[src/rtl/fp_add_subt_unit_pkg.sv]
// ============================================================================
// Package : fp_add_subt_unit_pkg
// Purpose : Shared constants and FSM encoding for the binary32 add/sub unit.
// Contents: default operand geometry (W/EW/SW), exponent bias, all-ones
//           exponent, canonical quiet NaN, and the 3-bit state encoding.
// Revision: 1.0  initial release
// ============================================================================
`default_nettype none

package fp_add_subt_unit_pkg;

  localparam int FP_W  = 32;
  localparam int FP_EW = 8;
  localparam int FP_SW = 23;

  localparam int BIAS    = 2**(FP_EW-1) - 1;
  localparam int EXP_MAX = 2*BIAS + 1;     // all-ones exponent (inf/NaN)

  localparam logic [FP_W-1:0] QNAN_CANON = 32'h7FC0_0000;

  typedef enum logic [2:0] {
    S_IDLE  = 3'd0,
    S_SWAP  = 3'd1,
    S_ALIGN = 3'd2,
    S_ADD   = 3'd3,
    S_NORM  = 3'd4,
    S_ROUND = 3'd5,
    S_READY = 3'd6
  } state_t;

endpackage

`default_nettype wire

[src/rtl/fp_lzc.sv]
// ============================================================================
// Module  : fp_lzc
// Purpose : Combinational leading-zero counter over the extended significand.
// Ports   : i_data  [WIDTH-1:0]  value to scan (MSB first)
//           o_count [CW-1:0]     number of leading zeros (WIDTH when zero)
// Revision: 1.0  initial release
// ============================================================================
`default_nettype none

module fp_lzc #(
  parameter int WIDTH = 27,
  parameter int CW    = $clog2(WIDTH)
) (
  input  logic [WIDTH-1:0] i_data,
  output logic [CW-1:0]    o_count
);

  // Scan upward; the highest set bit is the last one to write the count.
  always_comb begin
    o_count = CW'(WIDTH);
    for (int i = 0; i < WIDTH; i++) begin
      if (i_data[i]) o_count = CW'(WIDTH - 1 - i);
    end
  end

endmodule

`default_nettype wire

[src/rtl/fp_add_subt_unit.sv]
// ============================================================================
// Module  : fp_add_subt_unit
// Purpose : Multi-cycle IEEE-754 binary32 adder/subtractor, responder side of
//           the beg/ready/ack handshake. Fixed 5-edge latency from accept to
//           ready; result and flags held until acknowledged.
// Ports   : clk, reset (async, active-high)
//           beg_add_subt   start request (sampled in S_IDLE)
//           ack_add_subt   result taken   (sampled in S_READY)
//           add_subt       0 = A+B, 1 = A-B
//           data_a/data_b  operands
//           ready_add_subt result valid
//           result         sum/difference
//           overflow_flag  saturated to +/-inf
//           underflow_flag nonzero result flushed to signed zero
// Revision: 1.0  initial release
// ============================================================================
`default_nettype none

module fp_add_subt_unit
  import fp_add_subt_unit_pkg::*;
#(
  parameter int W  = FP_W,
  parameter int EW = FP_EW,
  parameter int SW = FP_SW
) (
  input  logic         clk,
  input  logic         reset,
  input  logic         beg_add_subt,
  input  logic         ack_add_subt,
  input  logic         add_subt,
  input  logic [W-1:0] data_a,
  input  logic [W-1:0] data_b,
  output logic         ready_add_subt,
  output logic [W-1:0] result,
  output logic         overflow_flag,
  output logic         underflow_flag
);

  localparam int ESW = SW + 4;             // hidden + fraction + G/R/S
  localparam int LZW = $clog2(ESW);
  localparam int SHW = $clog2(ESW + 1);
  localparam int XW  = EW + 2;             // signed working exponent
  localparam logic [EW-1:0]        EXP_ONES = EW'(EXP_MAX);
  localparam logic signed [XW-1:0] EXP_TOP  = XW'(EXP_MAX);
  localparam logic signed [XW-1:0] EXP_ONE  = XW'(1);

  state_t r_state, w_next;

  logic [W-1:0]   r_a, r_b;
  logic           r_op;
  logic           r_big_sign, r_sub;
  logic [EW-1:0]  r_big_exp, r_sml_exp;
  logic [ESW-1:0] r_big_sig, r_sml_sig;
  logic           r_nan, r_inf, r_inf_sign;
  logic [ESW:0]   r_sum;
  logic [ESW-1:0] r_norm_sig;
  logic signed [XW-1:0] r_norm_exp;
  logic           r_zero;
  logic [W-1:0]   r_result;
  logic           r_ovf, r_unf;

  // ---------------- FSM ----------------
  always_ff @(posedge clk or posedge reset) begin
    if (reset) r_state <= S_IDLE;
    else       r_state <= w_next;
  end

  always_comb begin
    w_next = r_state;
    case (r_state)
      S_IDLE:  if (beg_add_subt) w_next = S_SWAP;
      S_SWAP:  w_next = S_ALIGN;
      S_ALIGN: w_next = S_ADD;
      S_ADD:   w_next = S_NORM;
      S_NORM:  w_next = S_ROUND;
      S_ROUND: w_next = S_READY;
      S_READY: if (ack_add_subt) w_next = S_IDLE;
      default: w_next = S_IDLE;
    endcase
  end

  // ---------------- swap / special detection ----------------
  logic          w_sign_a, w_sign_b, w_a_big;
  logic [EW-1:0] w_exp_a, w_exp_b;
  logic [W-2:0]  w_mag_a, w_mag_b, w_mag_big, w_mag_sml;
  logic          w_nan_a, w_nan_b, w_inf_a, w_inf_b;

  assign w_sign_a  = r_a[W-1];
  assign w_sign_b  = r_b[W-1] ^ r_op;
  assign w_exp_a   = r_a[W-2:SW];
  assign w_exp_b   = r_b[W-2:SW];
  // Zero exponent means zero or denormal; both become an exact zero.
  assign w_mag_a   = (w_exp_a == '0) ? '0 : r_a[W-2:0];
  assign w_mag_b   = (w_exp_b == '0) ? '0 : r_b[W-2:0];
  assign w_a_big   = (w_mag_a >= w_mag_b);
  assign w_mag_big = w_a_big ? w_mag_a : w_mag_b;
  assign w_mag_sml = w_a_big ? w_mag_b : w_mag_a;
  assign w_nan_a   = (w_exp_a == EXP_ONES) && (r_a[SW-1:0] != '0);
  assign w_nan_b   = (w_exp_b == EXP_ONES) && (r_b[SW-1:0] != '0);
  assign w_inf_a   = (w_exp_a == EXP_ONES) && (r_a[SW-1:0] == '0);
  assign w_inf_b   = (w_exp_b == EXP_ONES) && (r_b[SW-1:0] == '0);

  // ---------------- alignment ----------------
  logic [EW-1:0]  w_diff;
  logic [SHW-1:0] w_shamt;
  logic [ESW-1:0] w_shifted, w_lost;

  assign w_diff    = r_big_exp - r_sml_exp;
  assign w_shamt   = (w_diff > EW'(ESW)) ? SHW'(ESW) : SHW'(w_diff);
  assign w_shifted = r_sml_sig >> w_shamt;
  assign w_lost    = r_sml_sig & ~({ESW{1'b1}} << w_shamt);

  // ---------------- normalisation ----------------
  logic [LZW-1:0]       w_lzc;
  logic signed [XW-1:0] w_big_exp_x, w_lzc_x;

  fp_lzc #(.WIDTH(ESW), .CW(LZW)) u_lzc (
    .i_data  (r_sum[ESW-1:0]),
    .o_count (w_lzc)
  );

  assign w_big_exp_x = {2'b00, r_big_exp};
  assign w_lzc_x     = {{(XW-LZW){1'b0}}, w_lzc};

  // ---------------- rounding (RNE on G/R/S) ----------------
  logic [SW:0]          w_mant;
  logic                 w_rup;
  logic [SW+1:0]        w_mant_r;
  logic signed [XW-1:0] w_exp_r;
  logic [SW-1:0]        w_frac_r;

  assign w_mant   = r_norm_sig[ESW-1:3];
  assign w_rup    = r_norm_sig[2] & (r_norm_sig[1] | r_norm_sig[0] | w_mant[0]);
  assign w_mant_r = {1'b0, w_mant} + (SW+2)'(w_rup);
  // Rollover to 10.000... bumps the exponent; the fraction is then all zero.
  assign w_exp_r  = r_norm_exp + (w_mant_r[SW+1] ? EXP_ONE : '0);
  assign w_frac_r = w_mant_r[SW+1] ? w_mant_r[SW:1] : w_mant_r[SW-1:0];

  // ---------------- datapath registers ----------------
  always_ff @(posedge clk or posedge reset) begin
    if (reset) begin
      r_a        <= '0;
      r_b        <= '0;
      r_op       <= 1'b0;
      r_big_sign <= 1'b0;
      r_sub      <= 1'b0;
      r_big_exp  <= '0;
      r_sml_exp  <= '0;
      r_big_sig  <= '0;
      r_sml_sig  <= '0;
      r_nan      <= 1'b0;
      r_inf      <= 1'b0;
      r_inf_sign <= 1'b0;
      r_sum      <= '0;
      r_norm_sig <= '0;
      r_norm_exp <= '0;
      r_zero     <= 1'b0;
      r_result   <= '0;
      r_ovf      <= 1'b0;
      r_unf      <= 1'b0;
    end else begin
      case (r_state)
        S_IDLE: if (beg_add_subt) begin
          r_a      <= data_a;
          r_b      <= data_b;
          r_op     <= add_subt;
          r_result <= '0;
          r_ovf    <= 1'b0;
          r_unf    <= 1'b0;
        end
        S_SWAP: begin
          r_big_sign <= w_a_big ? w_sign_a : w_sign_b;
          r_sub      <= w_sign_a ^ w_sign_b;
          r_big_exp  <= w_mag_big[W-2:SW];
          r_sml_exp  <= w_mag_sml[W-2:SW];
          r_big_sig  <= {(w_mag_big[W-2:SW] != '0), w_mag_big[SW-1:0], 3'b000};
          r_sml_sig  <= {(w_mag_sml[W-2:SW] != '0), w_mag_sml[SW-1:0], 3'b000};
          r_nan      <= w_nan_a | w_nan_b | (w_inf_a & w_inf_b & (w_sign_a ^ w_sign_b));
          r_inf      <= w_inf_a | w_inf_b;
          r_inf_sign <= w_inf_a ? w_sign_a : w_sign_b;
        end
        S_ALIGN: r_sml_sig <= w_shifted | {{(ESW-1){1'b0}}, |w_lost};
        S_ADD:   r_sum <= r_sub ? ({1'b0, r_big_sig} - {1'b0, r_sml_sig})
                                : ({1'b0, r_big_sig} + {1'b0, r_sml_sig});
        S_NORM: begin
          r_zero <= (r_sum == '0);
          if (r_sum[ESW]) begin
            // Carry out: shift right one, keeping the dropped bit as sticky.
            r_norm_sig <= {r_sum[ESW:2], r_sum[1] | r_sum[0]};
            r_norm_exp <= w_big_exp_x + EXP_ONE;
          end else begin
            r_norm_sig <= r_sum[ESW-1:0] << w_lzc;
            r_norm_exp <= w_big_exp_x - w_lzc_x;
          end
        end
        S_ROUND: begin
          if (r_nan) begin
            r_result <= QNAN_CANON;
          end else if (r_inf) begin
            r_result <= {r_inf_sign, EXP_ONES, {SW{1'b0}}};
          end else if (r_zero) begin
            r_result <= '0;
          end else if (w_exp_r >= EXP_TOP) begin
            r_result <= {r_big_sign, EXP_ONES, {SW{1'b0}}};
            r_ovf    <= 1'b1;
          end else if (w_exp_r[XW-1] || (w_exp_r == '0)) begin
            r_result <= {r_big_sign, {(W-1){1'b0}}};
            r_unf    <= 1'b1;
          end else begin
            r_result <= {r_big_sign, w_exp_r[EW-1:0], w_frac_r};
          end
        end
        default: ;
      endcase
    end
  end

  assign ready_add_subt = (r_state == S_READY);
  assign result         = r_result;
  assign overflow_flag  = r_ovf;
  assign underflow_flag = r_unf;

endmodule

`default_nettype wire

[config.mk]
export PLATFORM = sky130hd
export DESIGN_NAME = fp_add_subt_unit
export DESIGN_NICKNAME = d
export VERILOG_FILES = /design/src/rtl/fp_add_subt_unit_pkg.sv /design/src/rtl/fp_lzc.sv /design/src/rtl/fp_add_subt_unit.sv
export SDC_FILE = /design/constraint.sdc
export NUM_CORES = 1
export LEC_CHECK = 0
export BUFFER_PORTS_ARGS = -buffer_cell sky130_fd_sc_hd__buf_4
export CAP_MARGIN = 0
export CORE_MARGIN = 3
export CORE_UTILIZATION = 60
export DETAILED_ROUTE_END_ITERATION = 6
export PLACE_DENSITY = 0.79
export SLEW_MARGIN = 20
export SYNTH_ARGS = -nofsm -noshare
export SYNTH_HDL_FRONTEND = slang
export SYNTH_SLANG_ARGS = --single-unit
[constraint.sdc]
create_clock -name clk -period 9.4 [get_ports clk]
set_input_delay 1.88 -clock clk [delete_from_list [all_inputs] [get_ports clk]]
set_output_delay 1.88 -clock clk [all_outputs]
set_load 0.005 [all_outputs]
Yosys cells after proc, flatten, opt, wreduce, memory -nomap -nowiden

Cells that the tools add are included.
W data, S select, Z words.

Flip-flop bits (word level): 240
Bits of input ports: 69
Output and inout port bits: 35
Word-level logic and storage cells: 149

Add/subtract/negate cells: 7
$lt $le $gt $ge: 3
Equality and inequality tests: 16
Shifts and indexed selects: 3
Multiplexer cells: 62
Bitwise gates (word level): 14
Reductions and logical operators: 24

Operators by type and width:

| cell                    | number |
|---|---|
| $mux W31                | 6 |
| $mux W32                | 4 |
| $mux W5                 | 17 |
| $pmux W32 S2            | 1 |
| $pmux W27 S2            | 1 |
| $logic_not A23 Y1       | 2 |
| $reduce_bool A23 Y1     | 2 |
| $mux W4                 | 8 |
| $ge A31 B31 Y1          | 1 |
| $add A27 B27 Y28        | 1 |
| $logic_not A28 Y1       | 1 |
| $mux W28                | 1 |
| $sub A27 B27 Y28        | 1 |
| $and A27 B27 Y27        | 1 |
| $mux W27                | 1 |
| $not A27 Y27            | 1 |
| $or A27 B1 Y27          | 1 |
| $reduce_or A27 Y1       | 1 |
| $shl A27 B5 Y27         | 1 |
| $shl A27 B5 Y27 const A | 1 |
| $shr A27 B5 Y27         | 1 |
| $add A24 B1 Y25         | 1 |
| $mux W23                | 1 |
| $pmux W3 S7             | 1 |
| 29 further kinds        | 72 |

Logic depth before layout (Yosys ltp)

Word-level depth: 29
Depth in mapped cells: 23
Gate-level depth less buffers: 22

Modules after synthesis

Synthesis repeated with hierarchy kept, for this count alone.

Cells, all modules: 2175
Area total of the unflattened synthesis: 18172.4 um^2

Modules (own cells, without submodules):

| module           | instances | cells an instance | area an instance (um^2) | sequential area each (um^2) |
|---|---|---|---|---|
| fp_add_subt_unit | 1         | 2124              | 17894.7                 | 6005.8 |
| fp_lzc           | 1         | 51                | 277.8                   | 0.0 |

Least setup slack after synthesis

No wires, ideal clock.

Path kind: register to register
Start: register r_norm_sig[2]
End: register r_result[16], in the netlist result[16]
Setup time: 0.066 ns
Data arrival time: 4.158 ns
Data required time: 9.334 ns
Setup slack: 5.176 ns
Stages on the path, launching flop included: 24
Clock period less this slack: 4.224 ns
Cell sequence: dfrtp_1 > and2_1 > ha_1 > nand2_1 > or2_2 > nor2_1 > nand3_1 > nor2_1 > and4_1 > nand4_1 > inv_1 > ha_1 > ha_1 > nand3_1 > xor2_1 > nor2_1 > a31oi_1 > nor3b_1 > o21ai_0 > and2_1 > nor2b_1 > clkbuf_1 > o211ai_1 > nand2_1

Word-level cells in the longest chain between the ends: 12

RTL lines:

| what                                                    | RTL line                | text |
|---|---|---|
| start, declared                                         | fp_add_subt_unit.sv:56  | `logic [ESW-1:0] r_norm_sig;` |
| start signal, assigned                                  | fp_add_subt_unit.sv:189 | `r_norm_sig <= {r_sum[ESW:2], r_sum[1] \| r_sum[0]};` |
| start signal, assigned                                  | fp_add_subt_unit.sv:192 | `r_norm_sig <= r_sum[ESW-1:0] << w_lzc;` |
| $and A1 B1 Y1 *                                         | fp_add_subt_unit.sv:133 | `assign w_rup = r_norm_sig[2] & (r_norm_sig[1] \| r_norm_sig[0] \| w_mant[0]);` |
| $add A24 B1 Y25 *                                       | fp_add_subt_unit.sv:134 | `assign w_mant_r = {1'b0, w_mant} + (SW+2)'(w_rup);` |
| branches (longest 5 deep; another with $add A10 B1 Y10) | n/a                     |  |
| $mux W31 *                                              | fp_add_subt_unit.sv:203 | `end else if (w_exp_r >= EXP_TOP) begin` |
| $mux W32 *                                              | fp_add_subt_unit.sv:201 | `end else if (r_zero) begin` |
| $mux W32 *                                              | fp_add_subt_unit.sv:199 | `end else if (r_inf) begin` |
| $mux W32 *                                              | fp_add_subt_unit.sv:197 | `if (r_nan) begin` |
| $pmux W32 S2 *                                          | fp_add_subt_unit.sv:162 | `case (r_state)` |
| end signal, assigned                                    | fp_add_subt_unit.sv:200 | `r_result <= {r_inf_sign, EXP_ONES, {SW{1'b0}}};` |
| end signal, assigned                                    | fp_add_subt_unit.sv:204 | `r_result <= {r_big_sign, EXP_ONES, {SW{1'b0}}};` |
| end signal, assigned                                    | fp_add_subt_unit.sv:207 | `r_result <= {r_big_sign, {(W-1){1'b0}}};` |
| end, declared                                           | fp_add_subt_unit.sv:59  | `logic [W-1:0] r_result;` |

Every way passes the cells marked *.
A chain may end at the register's enable or synchronous reset.

Worst setup path after layout

Start: register r_a[27]
End: register r_sml_sig[8]

Word-level cells in the longest chain between the ends: 5

RTL lines:

| what                   | RTL line                | text |
|---|---|---|
| start, declared        | fp_add_subt_unit.sv:49  | `logic [W-1:0] r_a, r_b;` |
| start signal, assigned | fp_add_subt_unit.sv:164 | `r_a <= data_a;` |
| $logic_not A8 Y1       | fp_add_subt_unit.sv:93  | `assign w_mag_a = (w_exp_a == '0) ? '0 : r_a[W-2:0];` |
| $mux W31 *             | fp_add_subt_unit.sv:93  |  |
| $ge A31 B31 Y1         | fp_add_subt_unit.sv:95  | `assign w_a_big = (w_mag_a >= w_mag_b);` |
| $mux W31 *             | fp_add_subt_unit.sv:97  | `assign w_mag_sml = w_a_big ? w_mag_b : w_mag_a;` |
| $pmux W27 S2 *         | fp_add_subt_unit.sv:162 |  |
| end signal, assigned   | fp_add_subt_unit.sv:177 | `r_sml_sig <= {(w_mag_sml[W-2:SW] != '0), w_mag_sml[SW-1:0], 3'b000};` |
| end signal, assigned   | fp_add_subt_unit.sv:182 | `S_ALIGN: r_sml_sig <= w_shifted \| {{(ESW-1){1'b0}}, \|w_lost};` |
| end, declared          | fp_add_subt_unit.sv:53  | `logic [ESW-1:0] r_big_sig, r_sml_sig;` |

Every way passes the cells marked *; elsewhere a longest branch is shown, timed or not.

==> out/results.md <==
## Worst setup path
- **beginning of the critical path** r_a[27]
- **family with the most delay on the worst path** simple AND/OR/NAND/NOR gates
- **count of buffer and inverter cells on the critical path** 1
- **critical path required time** 9.86 ns
- **data arrival time of the worst path** 5.80 ns
- **RR Endpoint** r_sml_sig[8]
- **crit-path cells** nor4_1 > nand2_1 > and2_1 > ha_1 > nor2b_1 > o21ai_0 > nand2_1 > a211oi_1 > o21bai_1 > a21oi_1 > a21oi_4 > buf_4 > nor2_1 > a31oi_1 > o22ai_1 > a21oi_1 > o21ai_0
- **crit path capture type** flip-flop
- **type of origin of the critical path** flip-flop
- **Critical Path Slowest Stage Cell** sky130_fd_sc_hd__buf_4
- **r2r startpoint** r_a[27]
- **maximum fanout encountered on the critical timing path** 94
- **path depth of the worst reg2reg path** 17
- **worst reg-to-reg setup slack** 4.06 ns
- **slowest cell delay on critical path** 0.75 ns
- **startpoint-to-endpoint class of the critical path** reg -> reg

## Min path
- **worst hold stages** 2
- **Worst Hold Class** reg -> reg
- **end point of the worst hold path** r_sml_exp[3]
- **launch instance of the worst min-delay path** r_sml_exp[3]

## Clock network
- **post-CTS setup repair buffer count** 0
- **number of buffers inserted by hold repair at cts** 0
- **insertion delay to the later sink of the worst-skew pair** 0.58 ns
- **number of buffers between clock root and the deepest sink** 3
- **root buffer cell** sky130_fd_sc_hd__clkbuf_16
- **sink count of the clock tree** 240
- **CTS tree** built
- **H-tree Lvls** 1
- **number of instances resized during post-cts repair** 0
- **Num CTS Buffers** 28
- **CTS clk-pin slew, worst paths** 0.06 ns

## Global route
- **global-route wire length before repair** 87.6 mm
- **initial antenna violation count** 0
- **GR Layer Usage met1** 0.492
- **M3 GR Usage** 0.0672
- **total gr overflow** 0
- **Tot GR Track Use** 0.348
- **met2 routing resource usage after global routing** 0.535
- **number of global-route vias before repair** 15700
- **largest net degree at the start of global routing** 108
- **most crowded layer after global routing** met2

## Logic synthesis
- **dominant cell type by area after synthesis** sky130_fd_sc_hd__dfrtp_1
- **fraction of synthesis flops using an asynchronous set or reset pin** 1.00
- **mean area per synthesized cell** 8.17 um^2
- **Synthesized Nets** 2335
- **synthesized netlist cell count** 2167
- **most used standard cells in the synthesized netlist** sky130_fd_sc_hd__nand2_1 (289), sky130_fd_sc_hd__dfrtp_1 (240), sky130_fd_sc_hd__o21ai_0 (196), sky130_fd_sc_hd__a21oi_1 (185), sky130_fd_sc_hd__nor2_1 (185)
- **library cells used by synthesis** 81
- **dominant synthesized flop cell** sky130_fd_sc_hd__dfrtp_1
- **Seq/Total Area, Yosys** 0.339
- **synthesis-stage register bit count** 240
- **biggest area contributors in the synthesized netlist** sky130_fd_sc_hd__dfrtp_1 (34%), sky130_fd_sc_hd__ha_1 (6.8%), sky130_fd_sc_hd__mux2i_1 (6.6%)
- **cell with the most instances after synthesis** sky130_fd_sc_hd__nand2_1
- **proportion of netlist area held by the largest area contributor** 0.339
- **post-synthesis instance area** 0.0177 mm^2
- **number of warnings reported in the yosys synthesis log** 0
- **number of flops mapped to enable cells by yosys** 0

## Timing
- **transition at the pin with the smallest max-transition slack** 0.997 ns
- **fmax** 187 MHz
- **Period Utilization, post-route** 0.568
- **normalized max-slew margin** 0.333
- **RSZ-0062 raised after global routing** no
- **largest clock skew in the final design** 0.0360 ns
- **total negative slack** 0 ns
- **final setup violating endpoints** 0
- **minimum clock period after layout** 5.34 ns
- **final number of hold-violating endpoints** 0
- **Final Max Tran Viols** 0

## Drt
- **Final Routed Wirelength** 55.1 mm
- **total iterations of the first detailed-routing run** 6
- **routed len/inst** 21.3 um
- **total via count in the routed design** 16500
- **DR iter-0 viols** 1705
- **post-route antenna net violation count** 0
- **final routed DRC violation total** 0
- **Via density** 6.40

## Place
- **final weighted congestion in routability-driven placement** 1.01
- **HPWL Detailed** 40.9 mm
- **Port Buf Inserts** 103
- **placed cell area** 0.0186 mm^2
- **total placed cells including tap cells** 2533

## Floorplan
- **floorplan die height** 178 um
- **total die area** 0.0316 mm^2
- **Cell Rows** 62
- **effective utilization at floorplan** 0.612
- **area of the core** 0.0289 mm^2
- **Die Wd** 178 um
- **top-level I/O count** 104

## Cells and area
- **final cell count without fillers** 2584
- **final layout net count** 2347
- **fraction of final layout cells sized beyond drive strength 1** 0.122
- **Finished Core Util** 0.678
- **fillers** 2375
- **diode insertion count for antenna repair** 0
- **Area Growth Syn to Fin** 10.7%
- **Non-Filler Cell Area, Final** 0.0196 mm^2

## Flow run
- **count of max-cap constraint violations** 0

## Outcome
- **run status** complete, no violations

## placed cells by master, fill, tap and decap left out, types with 7 or more instances in the layout
cell type / instances
sky130_fd_sc_hd__nor2_1: 184
sky130_fd_sc_hd__o22ai_1: 20
sky130_fd_sc_hd__nand2b_1: 23
sky130_fd_sc_hd__nor2b_1: 20
sky130_fd_sc_hd__mux2i_1: 117
sky130_fd_sc_hd__a31oi_1: 21
sky130_fd_sc_hd__buf_4: 127
sky130_fd_sc_hd__a221oi_1: 18
sky130_fd_sc_hd__clkbuf_16: 28
sky130_fd_sc_hd__nand3_1: 64
sky130_fd_sc_hd__a21o_1: 17
sky130_fd_sc_hd__o211ai_1: 11
sky130_fd_sc_hd__a211oi_1: 23
sky130_fd_sc_hd__nand4_1: 21
sky130_fd_sc_hd__nand2_1: 288
sky130_fd_sc_hd__and3_1: 7
sky130_fd_sc_hd__xor2_1: 22
sky130_fd_sc_hd__mux2_2: 63
sky130_fd_sc_hd__inv_1: 96
sky130_fd_sc_hd__a21oi_1: 184
sky130_fd_sc_hd__a22o_1: 12
sky130_fd_sc_hd__ha_1: 96
sky130_fd_sc_hd__dfrtp_1: 240
sky130_fd_sc_hd__o21bai_1: 12
sky130_fd_sc_hd__nor4_1: 25
sky130_fd_sc_hd__and2_1: 23
sky130_fd_sc_hd__nor3_1: 35
sky130_fd_sc_hd__a211o_1: 8
sky130_fd_sc_hd__xnor2_1: 45
sky130_fd_sc_hd__o21ai_0: 196
sky130_fd_sc_hd__or3_1: 7
## worst min-delay path, stage by stage, from the launching register on
cell and delay (ns):
sky130_fd_sc_hd__dfrtp_1 0.34, sky130_fd_sc_hd__nand2_1 0.05, sky130_fd_sc_hd__o21ai_0 0.06
## stage by stage
step	worst slack, ns	hold slack, ns
after global placement	4.14	0.463
after detailed placement	3.82	0.472
after floorplan	0.932	0.449
after global routing	3.48	0.517
after CTS	3.80	0.490
final	4.06	0.485
## cells by family (layout without fill, tap and decap cells)
kind of cell,count (synthesis),after routing,synth area share
compound gates,601,601,0.206
xor+xnor,67,67,0.0331
flops,240,240,0.339
mux,181,181,0.107
simple gates,736,736,0.188
buf+inv,243,276,0.0556
fa+ha+maj,99,99,0.0712
## registers in the layout (all words and copies together), names as in the netlist, 3 cells and up
signal	count
r_b	32
r_state	3
r_big_exp	8
r_sml_exp	8
result	32
r_sum	28
r_big_sig	24
r_sml_sig	27
r_norm_sig	27
r_norm_exp	10
r_a	32
## cell type report
type / instances / area (um^2) / area share
Clock inverter: 14 / 245 / 0.0125
Clock buffer: 37 / 764 / 0.0390
Tap cell: 384 / 480 / 0.0245
Inverter: 98 / 375 / 0.0191
Sequential cell: 240 / 6010 / 0.306
Timing Repair Buffer: 127 / 953 / 0.0486
Multi-Input combinational cell: 1684 / 10800 / 0.550
## how the worst max path moves through the flow
stage	end	slack [ns]	depth (start not counted)
6_report	r_sml_sig[8]	4.06	17
5_1_grt	result[13]	3.48	22
4_1_cts	result[7]	3.80	22
3_5_place_dp	result[7]	3.82	20
3_3_place_gp	result[15]	4.14	20
2_1_floorplan	overflow_flag	0.93	1
## layer usage
metal  wire length [um]  up-vias
met3               4540      162
met5                  0        -
met2              24200      752
li1                   -     7736
met4               2170        0
met1              24200     7887
Power is not shown: default switching activity piles up to over one toggle a cycle in this logic, so the estimate is an artifact.
